**src/rtl/mio_bus_ctrl_if.sv**
```systemverilog
// CPU-side memory/IO handshake bundle between the multicycle controller and mio_bus_ctrl.
interface mio_bus_ctrl_if;
    logic        mem_r;
    logic        mem_w;
    logic        cpu_mio;
    logic [31:0] addr;
    logic [31:0] wdata;
    logic [31:0] rdata;
    logic        mio_ready;
    logic        bus_err;

    modport master (
        output mem_r, mem_w, cpu_mio, addr, wdata,
        input  rdata, mio_ready, bus_err
    );

    modport slave (
        input  mem_r, mem_w, cpu_mio, addr, wdata,
        output rdata, mio_ready, bus_err
    );
endinterface

```
**src/rtl/mio_bus_ctrl.sv**
```systemverilog
// Memory/IO bus handshake unit: runs one access per controller request against a
// synchronous block RAM or on-chip peripherals and pulses mio_ready on completion.
module mio_bus_ctrl #(
    parameter int ADDR_W  = 10,
    parameter int RAM_LAT = 1,
    parameter int LED_W   = 16
) (
    input  logic              clk,
    input  logic              reset_n,
    mio_bus_ctrl_if.slave     bus,
    output logic              ram_en,
    output logic              ram_we,
    output logic [ADDR_W-1:0] ram_addr,
    output logic [31:0]       ram_din,
    input  logic [31:0]       ram_dout,
    input  logic [15:0]       sw_in,
    output logic [LED_W-1:0]  led_out
);
    typedef enum logic [2:0] {S_IDLE, S_RAM_REQ, S_RAM_WAIT, S_IO_ACC, S_DONE} state_t;
    typedef enum logic [2:0] {R_RAM, R_LED, R_SW, R_CNT, R_NONE} region_t;

    localparam logic [2:0] WAIT_INIT = 3'(RAM_LAT - 1);

    state_t              state_q;
    region_t             region_q;
    region_t             region_s;
    logic                is_write_q;
    logic [31:0]         wdata_q;
    logic                armed_q;
    logic [2:0]          wait_cnt_q;
    logic                io_phase_q;
    logic [31:0]         rdata_q;
    logic                mio_ready_q;
    logic                bus_err_q;
    logic                ram_en_q;
    logic                ram_we_q;
    logic [ADDR_W-1:0]   ram_addr_q;
    logic [31:0]         ram_din_q;
    logic [LED_W-1:0]    led_q;
    logic [31:0]         cnt_q;
    logic                req_s;
    logic                accept_s;
    logic [29:0]         word_s;
    logic                unused_s;

    assign req_s    = bus.cpu_mio & (bus.mem_r | bus.mem_w);
    assign accept_s = (state_q == S_IDLE) & armed_q & req_s;
    assign word_s   = bus.addr[31:2];
    assign unused_s = ^bus.addr[1:0];

    // Address decode; IO registers are matched on the full word address.
    always_comb begin
        region_s = R_NONE;
        if (bus.addr[31:28] == 4'h0) begin
            region_s = R_RAM;
        end else if (word_s == 30'h3800_0000) begin
            region_s = R_LED;
        end else if (word_s == 30'h3C00_0000) begin
            region_s = R_SW;
        end else if (word_s == 30'h3C00_0001) begin
            region_s = R_CNT;
        end else begin
            region_s = R_NONE;
        end
    end

    // Free-running cycle counter, wraps at 32 bits.
    always_ff @(posedge clk or negedge reset_n) begin
        if (!reset_n) begin
            cnt_q <= 32'd0;
        end else begin
            cnt_q <= cnt_q + 32'd1;
        end
    end

    // Access sequencer with all bus and RAM outputs registered.
    always_ff @(posedge clk or negedge reset_n) begin
        if (!reset_n) begin
            state_q     <= S_IDLE;
            region_q    <= R_NONE;
            is_write_q  <= 1'b0;
            wdata_q     <= 32'd0;
            armed_q     <= 1'b1;
            wait_cnt_q  <= 3'd0;
            io_phase_q  <= 1'b0;
            rdata_q     <= 32'd0;
            mio_ready_q <= 1'b0;
            bus_err_q   <= 1'b0;
            ram_en_q    <= 1'b0;
            ram_we_q    <= 1'b0;
            ram_addr_q  <= '0;
            ram_din_q   <= 32'd0;
            led_q       <= '0;
        end else begin
            ram_en_q    <= 1'b0;
            ram_we_q    <= 1'b0;
            mio_ready_q <= 1'b0;
            if (!req_s) begin
                armed_q <= 1'b1;
            end
            case (state_q)
                S_IDLE: begin
                    if (accept_s) begin
                        armed_q    <= 1'b0;
                        is_write_q <= bus.mem_w;
                        region_q   <= region_s;
                        wdata_q    <= bus.wdata;
                        if ((bus.mem_r & bus.mem_w) || (region_s == R_NONE)) begin
                            bus_err_q <= 1'b1;
                        end
                        if (region_s == R_RAM) begin
                            state_q    <= S_RAM_REQ;
                            ram_en_q   <= 1'b1;
                            ram_we_q   <= bus.mem_w;
                            ram_addr_q <= bus.addr[ADDR_W+1:2];
                            ram_din_q  <= bus.wdata;
                        end else begin
                            state_q    <= S_IO_ACC;
                            io_phase_q <= 1'b0;
                        end
                    end
                end
                S_RAM_REQ: begin
                    state_q    <= S_RAM_WAIT;
                    wait_cnt_q <= WAIT_INIT;
                end
                // RAM samples ram_en on the edge leaving RAM_REQ; data is valid RAM_LAT-1 edges later.
                S_RAM_WAIT: begin
                    if (wait_cnt_q == 3'd0) begin
                        state_q     <= S_DONE;
                        mio_ready_q <= 1'b1;
                        if (!is_write_q) begin
                            rdata_q <= ram_dout;
                        end
                    end else begin
                        wait_cnt_q <= wait_cnt_q - 3'd1;
                    end
                end
                S_IO_ACC: begin
                    if (!io_phase_q) begin
                        io_phase_q <= 1'b1;
                        if (is_write_q) begin
                            if (region_q == R_LED) begin
                                led_q <= wdata_q[LED_W-1:0];
                            end
                        end else begin
                            case (region_q)
                                R_LED:   rdata_q <= 32'(led_q);
                                R_SW:    rdata_q <= 32'(sw_in);
                                R_CNT:   rdata_q <= cnt_q;
                                default: rdata_q <= 32'd0;
                            endcase
                        end
                    end else begin
                        state_q     <= S_DONE;
                        mio_ready_q <= 1'b1;
                    end
                end
                S_DONE: begin
                    state_q <= S_IDLE;
                end
                default: begin
                    state_q <= S_IDLE;
                end
            endcase
        end
    end

    assign bus.rdata     = rdata_q;
    assign bus.mio_ready = mio_ready_q;
    assign bus.bus_err   = bus_err_q;
    assign ram_en        = ram_en_q;
    assign ram_we        = ram_we_q;
    assign ram_addr      = ram_addr_q;
    assign ram_din       = ram_din_q;
    assign led_out       = led_q;
endmodule

```
**src/flat_wrapper.sv**
```systemverilog
// flat-port wrapper written by rule: the top's interface ports become plain ports
module mio_bus_ctrl_flat 
#(
    parameter int ADDR_W  = 10,
    parameter int RAM_LAT = 1,
    parameter int LED_W   = 16
)
  (clk, reset_n, ram_en, ram_we, ram_addr, ram_din, ram_dout, sw_in, led_out, bus_mem_r, bus_mem_w, bus_cpu_mio, bus_addr, bus_wdata, bus_rdata, bus_mio_ready, bus_bus_err);
  mio_bus_ctrl_if bus_i ();
  input  logic clk;
  input  logic reset_n;
  output logic ram_en;
  output logic ram_we;
  output logic [ADDR_W-1:0] ram_addr;
  output logic [31:0] ram_din;
  input  logic [31:0] ram_dout;
  input  logic [15:0] sw_in;
  output logic [LED_W-1:0] led_out;
  input wire logic [$bits(bus_i.mem_r)-1:0] bus_mem_r;
  input wire logic [$bits(bus_i.mem_w)-1:0] bus_mem_w;
  input wire logic [$bits(bus_i.cpu_mio)-1:0] bus_cpu_mio;
  input wire logic [$bits(bus_i.addr)-1:0] bus_addr;
  input wire logic [$bits(bus_i.wdata)-1:0] bus_wdata;
  output wire logic [$bits(bus_i.rdata)-1:0] bus_rdata;
  output wire logic [$bits(bus_i.mio_ready)-1:0] bus_mio_ready;
  output wire logic [$bits(bus_i.bus_err)-1:0] bus_bus_err;
  assign bus_i.mem_r = bus_mem_r;
  assign bus_i.mem_w = bus_mem_w;
  assign bus_i.cpu_mio = bus_cpu_mio;
  assign bus_i.addr = bus_addr;
  assign bus_i.wdata = bus_wdata;
  assign bus_rdata = bus_i.rdata;
  assign bus_mio_ready = bus_i.mio_ready;
  assign bus_bus_err = bus_i.bus_err;
  mio_bus_ctrl #(.ADDR_W(ADDR_W), .RAM_LAT(RAM_LAT), .LED_W(LED_W)) u_core (.clk(clk), .reset_n(reset_n), .bus(bus_i), .ram_en(ram_en), .ram_we(ram_we), .ram_addr(ram_addr), .ram_din(ram_din), .ram_dout(ram_dout), .sw_in(sw_in), .led_out(led_out));
endmodule
```
**config.mk**
```make
export PLATFORM = sky130hd
export DESIGN_NAME = mio_bus_ctrl_flat
export DESIGN_NICKNAME = d
export VERILOG_FILES = /design/src/rtl/mio_bus_ctrl_if.sv /design/src/rtl/mio_bus_ctrl.sv /design/src/flat_wrapper.sv
export SDC_FILE = /design/constraint.sdc
export NUM_CORES = 1
export LEC_CHECK = 0
export ABC_AREA = 1
export CELL_PAD_IN_SITES_DETAIL_PLACEMENT = 1
export CELL_PAD_IN_SITES_GLOBAL_PLACEMENT = 2
export CORE_ASPECT_RATIO = 1.2
export CORE_MARGIN = 10
export CORE_UTILIZATION = 29
export CTS_CLUSTER_DIAMETER = 60
export CTS_CLUSTER_SIZE = 30
export DETAILED_ROUTE_END_ITERATION = 10
export PLACE_DENSITY_LB_ADDON = 0.1
export SLEW_MARGIN = 10
export SYNTH_ARGS = -nofsm -noshare
export SYNTH_HDL_FRONTEND = slang
export SYNTH_SLANG_ARGS = --single-unit
```
**constraint.sdc**
```tcl
create_clock -name clk -period 2.2 [get_ports clk]
set_input_delay 0.66 -clock clk [delete_from_list [all_inputs] [get_ports clk]]
set_output_delay 0.66 -clock clk [all_outputs]
set_load 0.1 [all_outputs]
```
-- Word-level counts from Yosys, hierarchy flattened
Cells that the tools add are included.
- $add $sub $neg: 2
- mux-type cells: 32
- bitwise logic cells: 6
- reduce and logical (&&, ||, !) cells: 16
- eq/ne operators: 18
- operator list (cell ; count):
    32-bit two-way mux ; 4
    32-bit one-hot mux with 3 select lines ; 1
    30-bit == test (second input constant) ; 3
    32-bit one-hot mux with 2 select lines ; 1
    32-bit by 1-bit adder with 32-bit output (second input constant) ; 1
    3-bit two-way mux ; 8
    1-bit two-way mux ; 13
    3-bit by 2-bit == test with 1-bit output (second input constant) ; 4
    3-bit one-hot mux with 4 select lines ; 1
    3-bit AND reduction ; 4
    2-bit != test (second input constant) ; 5
    3-bit zero test ; 3
    3-bit by 1-bit == test with 1-bit output (second input constant) ; 2
    2-bit by 1-bit != test with 1-bit output (second input constant) ; 3
    3-bit one-hot mux with 2 select lines ; 1
    2-bit nonzero test ; 3
    5-bit AND reduction ; 1
    1-bit bitwise AND ; 4
    4-bit zero test ; 1
    1-bit one-hot mux with 2 select lines ; 2
    2-bit AND reduction ; 2
    4-bit AND reduction ; 1
    3-bit == test (second input constant) ; 1
    3-bit by 1-bit subtractor with 3-bit output (second input constant) ; 1
    4 further kinds ; 4
- input port bits: 117
- output and inout port bits: 94
- bits in registers: 154

-- Logic depth before layout (Yosys ltp)
Gate-level depths: netlist (run 1).
- depth in word-level cells: 9
- depth in mapped cells: 10
- depth with buffers taken out: 10

-- Worst setup path after synthesis (run 1)
OpenSTA, ideal clock, no wires.
- path kind: input-to-reg
- start: input port bus_mem_w
- end: register u_core.ram_addr_q[6], in the netlist u_core.ram_addr[6]
- setup time: 0.068 ns
- stages on the path: 9
- data arrival time: 1.506 ns
- setup slack: 0.627 ns
- required time: 2.132 ns
- cell sequence: o21ai_1 inv_1 nand3_1 inv_2 nand2_2 buf_4 buf_6 nand2_1 nand2_1
- cells in the longest elaborated chain, start to end: 4
- RTL lines (item ; RTL line ; source):
    start, declared ; flat_wrapper.sv:20 ; input wire logic [$bits(bus_i.mem_w)-1:0] bus_mem_w;
    1-bit bitwise OR ; mio_bus_ctrl.sv:46 ; assign req_s = bus.cpu_mio & (bus.mem_r | bus.mem_w);
    1-bit bitwise AND ; mio_bus_ctrl.sv:46 ;
    1-bit bitwise AND ; mio_bus_ctrl.sv:47 ; assign accept_s = (state_q == S_IDLE) & armed_q & req_s;
    3-bit AND reduction (no source line) ; -- ;
    end signal, assigned ; mio_bus_ctrl.sv:115 ; ram_addr_q <= bus.addr[ADDR_W+1:2];
    end, declared ; mio_bus_ctrl.sv:37 ; logic [ADDR_W-1:0] ram_addr_q;
No other way between the ends.
A chain may end at the register's enable or synchronous reset.

-- Final worst setup path (run 1)
- start: register u_core.wait_cnt_q[0]
- end: register u_core.rdata_q[8], in the netlist u_core.bus.rdata[8]
- cells in the longest elaborated chain, start to end: 3
- RTL lines (item ; RTL line ; source):
    start, declared ; mio_bus_ctrl.sv:30 ; logic [2:0] wait_cnt_q;
    start signal, assigned ; mio_bus_ctrl.sv:136 ; wait_cnt_q <= wait_cnt_q - 3'd1;
    3-bit zero test ; mio_bus_ctrl.sv:129 ; if (wait_cnt_q == 3'd0) begin
    2-bit by 1-bit != test with 1-bit output (no source line) ; -- ;
    5-bit AND reduction (no source line) ; -- ;
    end signal, assigned ; mio_bus_ctrl.sv:133 ; rdata_q <= ram_dout;
    end signal, assigned ; mio_bus_ctrl.sv:148 ; R_LED: rdata_q <= 32'(led_q);
    end signal, assigned ; mio_bus_ctrl.sv:149 ; R_SW: rdata_q <= 32'(sw_in);
    end, declared ; mio_bus_ctrl.sv:32 ; logic [31:0] rdata_q;
No other way between the ends.

==> results of run 1 <==
[registers in the layout, summed over array words and instances (netlist names), 10 cells and up]
signal / flops
u_core.wdata_q: 16
u_core.led_out: 16
u_core.ram_din: 32
u_core.ram_addr: 10
u_core.bus.rdata: 32
u_core.cnt_q: 32
[final timing paths]
path / from / endpoint / slack, ns / cells after the start
worst max register to register: u_core.wait_cnt_q[0] / u_core.bus.rdata[8] / 0.33 / 9
worst min register to register: u_core.cnt_q[31] / u_core.cnt_q[31] / 0.48 / 2
worst min-delay path: reset_n / u_core.cnt_q[25] / 0.19 / 1
worst max-delay path: u_core.wait_cnt_q[0] / u_core.bus.rdata[8] / 0.33 / 9
max in group asynchronous: reset_n / u_core.wdata_q[11] / 1.38 / 2
min in group clk: u_core.cnt_q[31] / u_core.cnt_q[31] / 0.48 / 2
[cells by family (layout without fill, tap and decap cells)]
kind of cell / after synthesis / in the layout / synth area share, %
buffers and inverters: 112 / 345 / 6.84
AO/OA/AOI/OAI: 109 / 109 / 7.91
adder cells (fa/ha/maj): 3 / 3 / 0.526
other: 0 / 1 / 0
XOR/XNOR: 23 / 23 / 2.83
AND/OR/NAND/NOR: 496 / 496 / 27.8
flip-flops: 154 / 154 / 54.1
[cell usage in the layout (no fill, tap or decap), drive strengths merged, types with 33 or more instances in the layout]
cell / n
clkdlybuf4s50: 113
o21ai: 67
nand2: 351
buf: 120
a21oi: 33
nor2: 79
nand3: 42
dfrtp: 152
inv: 89
[worst max-delay path: cells and delay by family (launching register included)]
family	cells	cell delay, ns
adders and majority gates	1	0.15
and+or+nand+nor	4	0.54
AOI/OAI and AO/OA	1	0.13
DFF	1	0.36
buffers and inverters	3	0.62
[cell type report]
type | count | share of cell area, %
inverter | 80 | 2.90
tap | 320 | 3.87
sequential | 154 | 37.3
timing repair buffer | 233 | 23.2
antenna | 1 | 0.0242
clock buffer | 17 | 4.11
clock inverter | 15 | 1.65
multi-input combinational | 631 | 26.9
[power by group through the flow]
stage | clock network, W | logic, W | registers [W]
2_1_floorplan | 0 | 0.00123 | 0.00869
3_3_place_gp | 0 | 0.00780 | 0.00419
3_5_place_dp | 0 | 0.00785 | 0.00421
4_1_cts | 0.00304 | 0.00787 | 0.00419
5_1_grt | 0.00315 | 0.00819 | 0.00429
6_report | 0.00295 | 0.00776 | 0.00417
[routing by layer]
metal | routed length (um) | vias up | share of wire (%) | GRT usage (%)
met2 | 13300 | 140 | 52 | 29.3
met1 | 10400 | 3118 | 41 | 18.4
li1 | - | 3254 | - | -
met3 | 1570 | 10 | 6.2 | 5.38
met5 | 0 | - | 0 | 0
met4 | 216 | 0 | 0.85 | 3.58
[stage by stage]
stage	std cells	util, %	total power [W]
floorplan	897	-	0.00992
global placement	1418	40.5	0.0120
detailed placement	1418	40.5	0.0121
CTS	1450	43.0	0.0151
global route	1451	43.0	0.0156
finish	1451	43.0	0.0149
==> results.sh, run 1 <==
export IMPL_start_util_pct=29.7
export IMPL_synthFlopType="dfrtp_1"
export IMPL_finalHoldWorstSlack_ns=0.191
export IMPL_fin_crit_sh_pct=84.8
export IMPL_gp_congestion=0.795
export IMPL_slew_headroom_pct=50.3
export IMPL_area_delta_synth_final_pct=45.0
export IMPL_outcome="finished clean"
export IMPL_htree_levels=4
export IMPL_finalSetupViolCount=0
export IMPL_wire_per_inst_um=17.5
export IMPL_first_pass_iters=4
export IMPL_post_route_drc_count=0
export IMPL_postSynthCellCount=897
export IMPL_fin_crit_ns=1.87
export IMPL_syn_nets=1017
export IMPL_vias=6522
export IMPL_clockBufferDepth=2
export IMPL_critical_path_class="flip-flop to flip-flop"
export IMPL_io_pins=211
export IMPL_wl_um=25500
export IMPL_clk_pin_slew_worst_paths_ns=0.08
export IMPL_overflow=0
export IMPL_cp_required_ns=2.55
export IMPL_yosys_warnings=0
export IMPL_cts_setup_buffers=0
export IMPL_ir_worst_vdd_v=0.000821
export IMPL_final_area_um2=10300
export IMPL_die_area_um2=31300
export IMPL_tightest_slew_ns=0.745
export IMPL_synth_seq_cells=154
export IMPL_crit_fanout=13
export IMPL_max_stage_delay_ns=0.36
export IMPL_cts_hold_buf=0
export IMPL_ff_latch_area_um2=3860
export IMPL_clock_latency_ns=0.43
export IMPL_finalMaxSlewViolations=0
export IMPL_antenna_found_initial=1
export IMPL_viasPerCell=4.49
export IMPL_cpMostUsedCell="nand3_1"
export IMPL_combPwrFrac_pct=52.1
export IMPL_synth_cell_types=31
export IMPL_cp_end_kind="flip-flop"
export IMPL_synthDominantCellAreaShare_pct=53.3
export IMPL_p_sw_share_pct=53.6
export IMPL_max_freq_mhz=536
export IMPL_rsz0062_at_grt="false"
export IMPL_worstPathArrival_ns=2.22
export IMPL_synth_edf_count=0
export IMPL_placed_area_um2=9740
export IMPL_tns_ns=0
export IMPL_p_leak_nw=4.98
export IMPL_ctsResizeCount=0
export IMPL_fill_cells=2886
export IMPL_ant_nets=0
export IMPL_min_path_type="input port to asynchronous set/reset pin"
export IMPL_syn_area_um2=7130
export IMPL_internal_power_w=0.00690
export IMPL_worstPathCellList="inv_1 > ha_1 > nand2_1 > nand3_1 > nand3_1 > inv_2 > buf_4 > nor2_1 > a21oi_1"
export IMPL_grt_max_degree=49
export IMPL_nets=1237
export IMPL_fp_dieH_um=192
export IMPL_synthTopCellsByArea="dfrtp_1 (53%), nand2_1 (18%), nor2_1 (4.0%)"
export IMPL_setup_slack_ns=0.334
export IMPL_multi_input_area_um2=2790
export IMPL_grt_pass1_wl_um=40100
export IMPL_portBuffers=208
export IMPL_clock_sinks=154
export IMPL_synth_area_leader_cell="dfrtp_1"
export IMPL_seq_area_frac_synth_pct=54.1
export IMPL_start_kind="flip-flop"
export IMPL_grt_pass1_vias=7194
export IMPL_dp_hpwl_um=20100
export IMPL_power_density_nw_per_um2=1440
export IMPL_drv_cap=0
export IMPL_skew_ns=0.0126
export IMPL_synth_most_common_cell="nand2_1"
export IMPL_pre_cts_slack_ns=0.104
export IMPL_fp_dieW_um=163
export IMPL_cts_tree="done"
export IMPL_critical_path_slowest_cell="dfrtp_1"
export IMPL_design_core_area_um2=24000
export IMPL_synth_async_reset_ratio_pct=100
export IMPL_p_switching_w=0.00798
export IMPL_p_clk_share_pct=19.8
export IMPL_rows=62
export IMPL_numCtsBuffers=17
export IMPL_share_seq_of_total_power_pct=28.0
export IMPL_avgSynthCellArea_um2=7.95
export IMPL_drtIter0Drc=217
export IMPL_grt_total_usage_pct=16.3
export IMPL_layout_drive_gt1_share_pct=14.7
export IMPL_hold_viol_final=0
export IMPL_root_buffer="clkbuf_16"
export IMPL_synth_common_cells="nand2_1 (350), dfrtp_1 (152), nor2_1 (76)"
Power figures use the tool's default switching activity.
==> run 2, diff against run 1 <==
CORE_UTILIZATION = 27   (was 29)
clock period = 1.8 ns   (was 2.2 ns; I/O delays follow)
==> run 2 against run 1 <==
Net effect: sequential share of layout area is 3.7 points lower; combinational power up 48%; core utilization grew 0.86 points; largest cell class unchanged; critical endpoint is now u_core.bus.rdata[31].
==> results.sh, run 2 (synthesized netlist as in run 1, its figures left out) <==
export IMPL_start_kind="flip-flop"
export IMPL_path_buf_inv=4
export IMPL_fin_crit_sh_pct=90.5
export IMPL_drv_cap=0
export IMPL_max_freq_mhz=614
export IMPL_area_delta_synth_final_pct=61.1
export IMPL_portBuffers=208
export IMPL_fp_dieW_um=168
export IMPL_cp_required_ns=2.17
export IMPL_clk_pin_slew_worst_paths_ns=0.07
export IMPL_hold_viol_final=0
export IMPL_wire_per_inst_um=17.9
export IMPL_start_util_pct=27.2
export IMPL_gp_congestion=0.800
export IMPL_numCtsBuffers=17
export IMPL_met2_usage_pct=28.8
export IMPL_fp_dieH_um=198
export IMPL_layout_cells_non_filler=1491
export IMPL_p_leak_nw=5.38
export IMPL_wl_um=26600
export IMPL_final_common_cell="nand2_1"
export IMPL_finalMaxSlewViolations=0
export IMPL_nets=1263
export IMPL_root_buffer="clkbuf_16"
export IMPL_ir_worst_vdd_v=0.00111
export IMPL_layout_drive_gt1_share_pct=16.9
export IMPL_min_path_type="flip-flop to flip-flop"
export IMPL_grt_pass1_wl_um=41800
export IMPL_r2r_start="u_core.state_q[2]"
export IMPL_first_pass_iters=4
export IMPL_io_pins=211
export IMPL_die_area_um2=33300
export IMPL_finalSetupViolCount=0
export IMPL_met3_usage_pct=6.33
export IMPL_p_clk_share_pct=17.4
export IMPL_vias=6606
export IMPL_final_cell_mix="nand2_1 (349), dfrtp_1 (152), clkdlybuf4s50_1 (113)"
export IMPL_fin_crit_ns=1.63
export IMPL_worstPathCellList="inv_1 > nand2_2 > nor2_4 > buf_12 > nand2_1 > buf_4 > buf_4 > o21ai_1 > nand2_1 > nand2_1"
export IMPL_top_usage_layer="met2"
export IMPL_max_stage_delay_ns=0.38
export IMPL_rows=65
export IMPL_antenna_found_initial=0
export IMPL_finalHoldWorstSlack_ns=0.480
export IMPL_clock_latency_ns=0.43
export IMPL_ant_nets=0
export IMPL_internal_power_w=0.0105
export IMPL_startpoint="u_core.state_q[2]"
export IMPL_rsz0062_at_grt="false"
export IMPL_cts_tree="done"
export IMPL_placed_area_um2=10800
export IMPL_grt_total_usage_pct=16.1
export IMPL_clockBufferDepth=2
export IMPL_cpMostUsedCell="nand2_1"
export IMPL_critical_path_slowest_cell="dfrtp_1"
export IMPL_crit_fanout=10
export IMPL_worstPathArrival_ns=2.00
export IMPL_grt_max_degree=40
export IMPL_clock_sinks=154
export IMPL_dp_cells=1456
export IMPL_p_switching_w=0.0100
export IMPL_final_area_um2=11500
export IMPL_slew_headroom_pct=69.5
export IMPL_cpLargestDelayFamily="buffers and inverters"
export IMPL_grtUsageMet1_pct=17.4
export IMPL_post_route_drc_count=0
export IMPL_outcome="finished clean"
export IMPL_design_core_area_um2=26200
export IMPL_skew_ns=0.00851
export IMPL_worstHoldStart="u_core.cnt_q[31]"
export IMPL_critical_path_class="flip-flop to flip-flop"
export IMPL_grt_pass1_vias=7265
export IMPL_tightest_slew_ns=0.456
export IMPL_cp_end_kind="flip-flop"
export IMPL_viasPerCell=4.43
export IMPL_share_seq_of_total_power_pct=26.7
export IMPL_htree_levels=4
export IMPL_power_density_nw_per_um2=1790
export IMPL_overflow=0
export IMPL_antenna_cells=0
export IMPL_combPwrFrac_pct=55.9
export IMPL_drtIter0Drc=226
export IMPL_dp_hpwl_um=21100
export IMPL_p_sw_share_pct=48.9
export IMPL_fill_cells=3044
-- run 2: power groups by stage --
stage	clock [W]	combinational (W)	sequential [W]
floorplan	0	0.00150	0.0106
global placement	0	0.0115	0.00551
detailed placement	0	0.0115	0.00554
CTS	0.00367	0.0116	0.00550
global route	0.00381	0.0120	0.00563
finish	0.00356	0.0115	0.00548
-- run 2: worst paths after layout --
check,end,slack (ns),cells after the start
setup / recovery,u_core.bus.rdata[31],0.17,10
hold / removal,u_core.cnt_q[31],0.48,2
setup reg to reg,u_core.bus.rdata[31],0.17,10
hold reg to reg,u_core.cnt_q[31],0.48,2
max in group asynchronous,u_core.ram_addr[1],0.65,3
min in group asynchronous,u_core.cnt_q[27],0.57,2
-- run 2: worst register-to-register path, cell delays in order, from the launching register on --
cell	delay, ns
dfrtp_1	0.38
inv_1	0.09
nand2_2	0.09
nor2_4	0.18
buf_12	0.13
nand2_1	0.09
buf_4	0.19
buf_4	0.15
o21ai_1	0.11
nand2_1	0.11
nand2_1	0.07
-- run 2: timing repair --
item | CTS | global route
endpoints found under the setup margin | 0 | 33
hold buffers | 1 | 0
gates resized for setup | 0 | 9
setup buffers | 0 | 2
hold endpoints to repair | 1 | 0
-- run 2: layout make-up --
| type | instances | area (um^2) | area share (%) |
|---|---|---|---|
| Clock buffer | 21 | 470 | 4.10 |
| Inverter | 80 | 303 | 2.64 |
| Clock inverter | 11 | 111 | 0.970 |
| Sequential cell | 154 | 3860 | 33.6 |
| Multi-Input combinational cell | 631 | 2810 | 24.5 |
| Timing Repair Buffer | 259 | 3520 | 30.6 |
| Tap cell | 335 | 419 | 3.65 |
-- run 2: per-stage QoR --
stage	power, W	TNS [ns]	setup WS, ns	utilization, %
final	0.0205	0	0.170	43.9
after global routing	0.0215	0	0.00318	43.9
after CTS	0.0207	0	0.0515	43.7
after detailed placement	0.0171	-9.15	-0.195	41.4
after global placement	0.0170	-6.99	-0.142	41.4
after floorplan	0.0121	0	0.329	-
-- run 2: routing by layer --
layer  wire length [um]  up-vias
li1                   -     3290
met1              10400     3130
met2              13800      163
met3               2120       23
met4                403        0
met5                  0        -
==> run 3, diff against run 2 <==
clock period = 1.5 ns   (was 1.8 ns; I/O delays follow)
==> run 3 against run 2 <==
Net effect: the flow now finishes with violations (setup timing); core utilization up 6.7 points; setup slack worse by 0.24 ns; maximum frequency up 4.0%; first-iteration DRC count down 13%; count of clock-buffer cells in the layout down 3; global-route usage up 0.40 points; die area unchanged; non-clock buffer count up 118; critical path depth down 1; via count up 11%; critical path type unchanged; largest power group unchanged; highest routed layer unchanged.
==> results.sh, run 3 (synthesized netlist as in run 1, its figures left out) <==
export IMPL_p_leak_nw=6.24
export IMPL_fp_dieW_um=168
export IMPL_viasPerCell=4.54
export IMPL_gp_congestion=0.822
export IMPL_max_freq_mhz=638
export IMPL_nets=1382
export IMPL_wire_per_inst_um=18.8
export IMPL_power_density_nw_per_um2=1940
export IMPL_cpMostUsedCell="buf_6"
export IMPL_reg2reg_setup_slack_ns=-0.07
export IMPL_layout_drive_gt1_share_pct=32.7
export IMPL_htree_levels=4
export IMPL_crit_fanout=8
export IMPL_root_buffer="clkbuf_16"
export IMPL_final_cell_mix="nand2_1 (323), dfrtp_1 (147), buf_4 (123)"
export IMPL_fin_crit_ns=1.57
export IMPL_grt_total_usage_pct=16.5
export IMPL_first_pass_iters=4
export IMPL_max_stage_delay_ns=0.37
export IMPL_reg2reg_depth=9
export IMPL_min_path_type="input port to asynchronous set/reset pin"
export IMPL_tightest_slew_ns=0.360
export IMPL_fin_crit_sh_pct=104
export IMPL_grt_max_degree=64
export IMPL_critical_path_class="flip-flop to flip-flop"
export IMPL_io_pins=211
export IMPL_dp_hpwl_um=21500
export IMPL_tns_ns=-0.685
export IMPL_antenna_found_initial=1
export IMPL_cp_end_kind="flip-flop"
export IMPL_clock_latency_ns=0.44
export IMPL_hold_viol_final=0
export IMPL_ir_worst_vdd_v=0.00138
export IMPL_dp_cells=1512
export IMPL_wl_um=30200
export IMPL_vias=7307
export IMPL_design_core_area_um2=26200
export IMPL_grt_pass1_vias=7827
export IMPL_r2r_start="u_core.region_q[0]"
export IMPL_clock_sinks=154
export IMPL_drv_cap=0
export IMPL_slew_headroom_pct=76.0
export IMPL_worstPathArrival_ns=1.88
export IMPL_outcome="finished with violations"
export IMPL_setup_slack_ns=-0.0674
export IMPL_timing_rr_end="u_core.led_out[12]"
export IMPL_violations="setup timing"
export IMPL_finalSetupViolCount=22
export IMPL_layout_cells_non_filler=1610
export IMPL_start_util_pct=27.2
export IMPL_rows=65
export IMPL_area_delta_synth_final_pct=85.6
export IMPL_ant_nets=0
export IMPL_clockBufferDepth=2
export IMPL_fp_dieH_um=198
export IMPL_rsz0062_at_grt="true"
export IMPL_numCtsBuffers=17
export IMPL_die_area_um2=33300
export IMPL_cts_tree="done"
export IMPL_clk_pin_slew_worst_paths_ns=0.07
export IMPL_final_common_cell="nand2_1"
export IMPL_drtIter0Drc=197
export IMPL_worstPathCellList="inv_2 > buf_6 > nor3_4 > buf_4 > nand4_1 > buf_6 > clkbuf_16 > nand2_2 > o21ai_1"
export IMPL_portBuffers=208
export IMPL_start_kind="flip-flop"
export IMPL_grt_pass1_wl_um=43400
export IMPL_critical_path_slowest_cell="dfrtp_1"
export IMPL_overflow=0
export IMPL_finalMaxSlewViolations=0
export IMPL_skew_ns=0.0124
export IMPL_cp_required_ns=1.82
export IMPL_post_route_drc_count=0
-- run 3: changes by cell type in the layout (fill, tap and decap cells not counted), moves of 9 or more --
cell	change
a21oi_2	+14
clkbuf_16	+12
o21ai_2	+23
nand2_1	-26
o21ai_0	-16
buf_6	+18
a21oi_1	-15
nor2_1	-9
nand2_2	+13
nand2_4	+12
buf_4	+82
-- run 3: how the worst max path moves through the flow --
stage / start / endpoint / slack [ns]
2_1_floorplan: u_core.wait_cnt_q[0] / u_core.bus.rdata[12] / 0.03
3_3_place_gp: bus_mem_w / u_core.ram_addr[0] / -0.40
3_5_place_dp: bus_mem_w / u_core.ram_din[14] / -0.43
4_1_cts: u_core.state_q[2] / u_core.bus.rdata[31] / -0.07
5_1_grt: u_core.state_q[2] / u_core.ram_din[3] / -0.14
6_report: u_core.region_q[0] / u_core.led_out[12] / -0.07
-- run 3: repair_timing --
action,CTS,global route
endpoints found under the hold margin,10,0
cloned,1,17
setup buffers,23,26
gates resized for setup,41,147
hold buffers,1,0
setup endpoints to repair,136,214
pin swaps,7,21
-- run 3: per-stage QoR --
step	cell area, um^2	total power (W)	hold WS [ns]	setup slack [ns]	utilization (%)
3_5_place_dp	11300	0.0208	0.298	-0.435	43.2
2_1_floorplan	7130	0.0146	0.154	0.0295	-
4_1_cts	12200	0.0252	0.412	-0.0656	46.5
6_report	13200	0.0257	0.411	-0.0674	50.5
5_1_grt	13200	0.0268	0.413	-0.143	50.5
3_3_place_gp	11300	0.0206	0.296	-0.399	43.2
-- run 3: power by group --
group          total [W]  switching (W)  leakage [nW]  internal, W
registers        0.00659        0.00120          1.98      0.00539
clock network    0.00414        0.00194         0.274      0.00220
logic             0.0149        0.00942          3.98      0.00550
-- run 3: per-layer routing --
metal	vias up	part of all wire, %	GRT usage (%)
li1	3545	-	-
met1	3561	36	17.5
met2	174	55	29.4
met3	27	7.3	6.68
met4	0	1.8	4.94
met5	-	0	0
-- run 3: worst max-delay path, delay by kind of cell, from the launching register on --
kind                   cells  cell delay (ns)
AND/OR/NAND/NOR            3             0.36
buffers and inverters      5             0.65
flip-flops                 1             0.37
AO/OA/AOI/OAI              1             0.05
-- run 3: cell type report --
type                    instances  area (um^2)
clock inverters                13          109
repair buffers                377         4760
clock buffers                  18          439
well taps                     335          419
flip-flops and latches        154         3860
diodes                          1         2.50
inverters                      80          328
multi-input cells             632         3310
fillers                      2943        13000
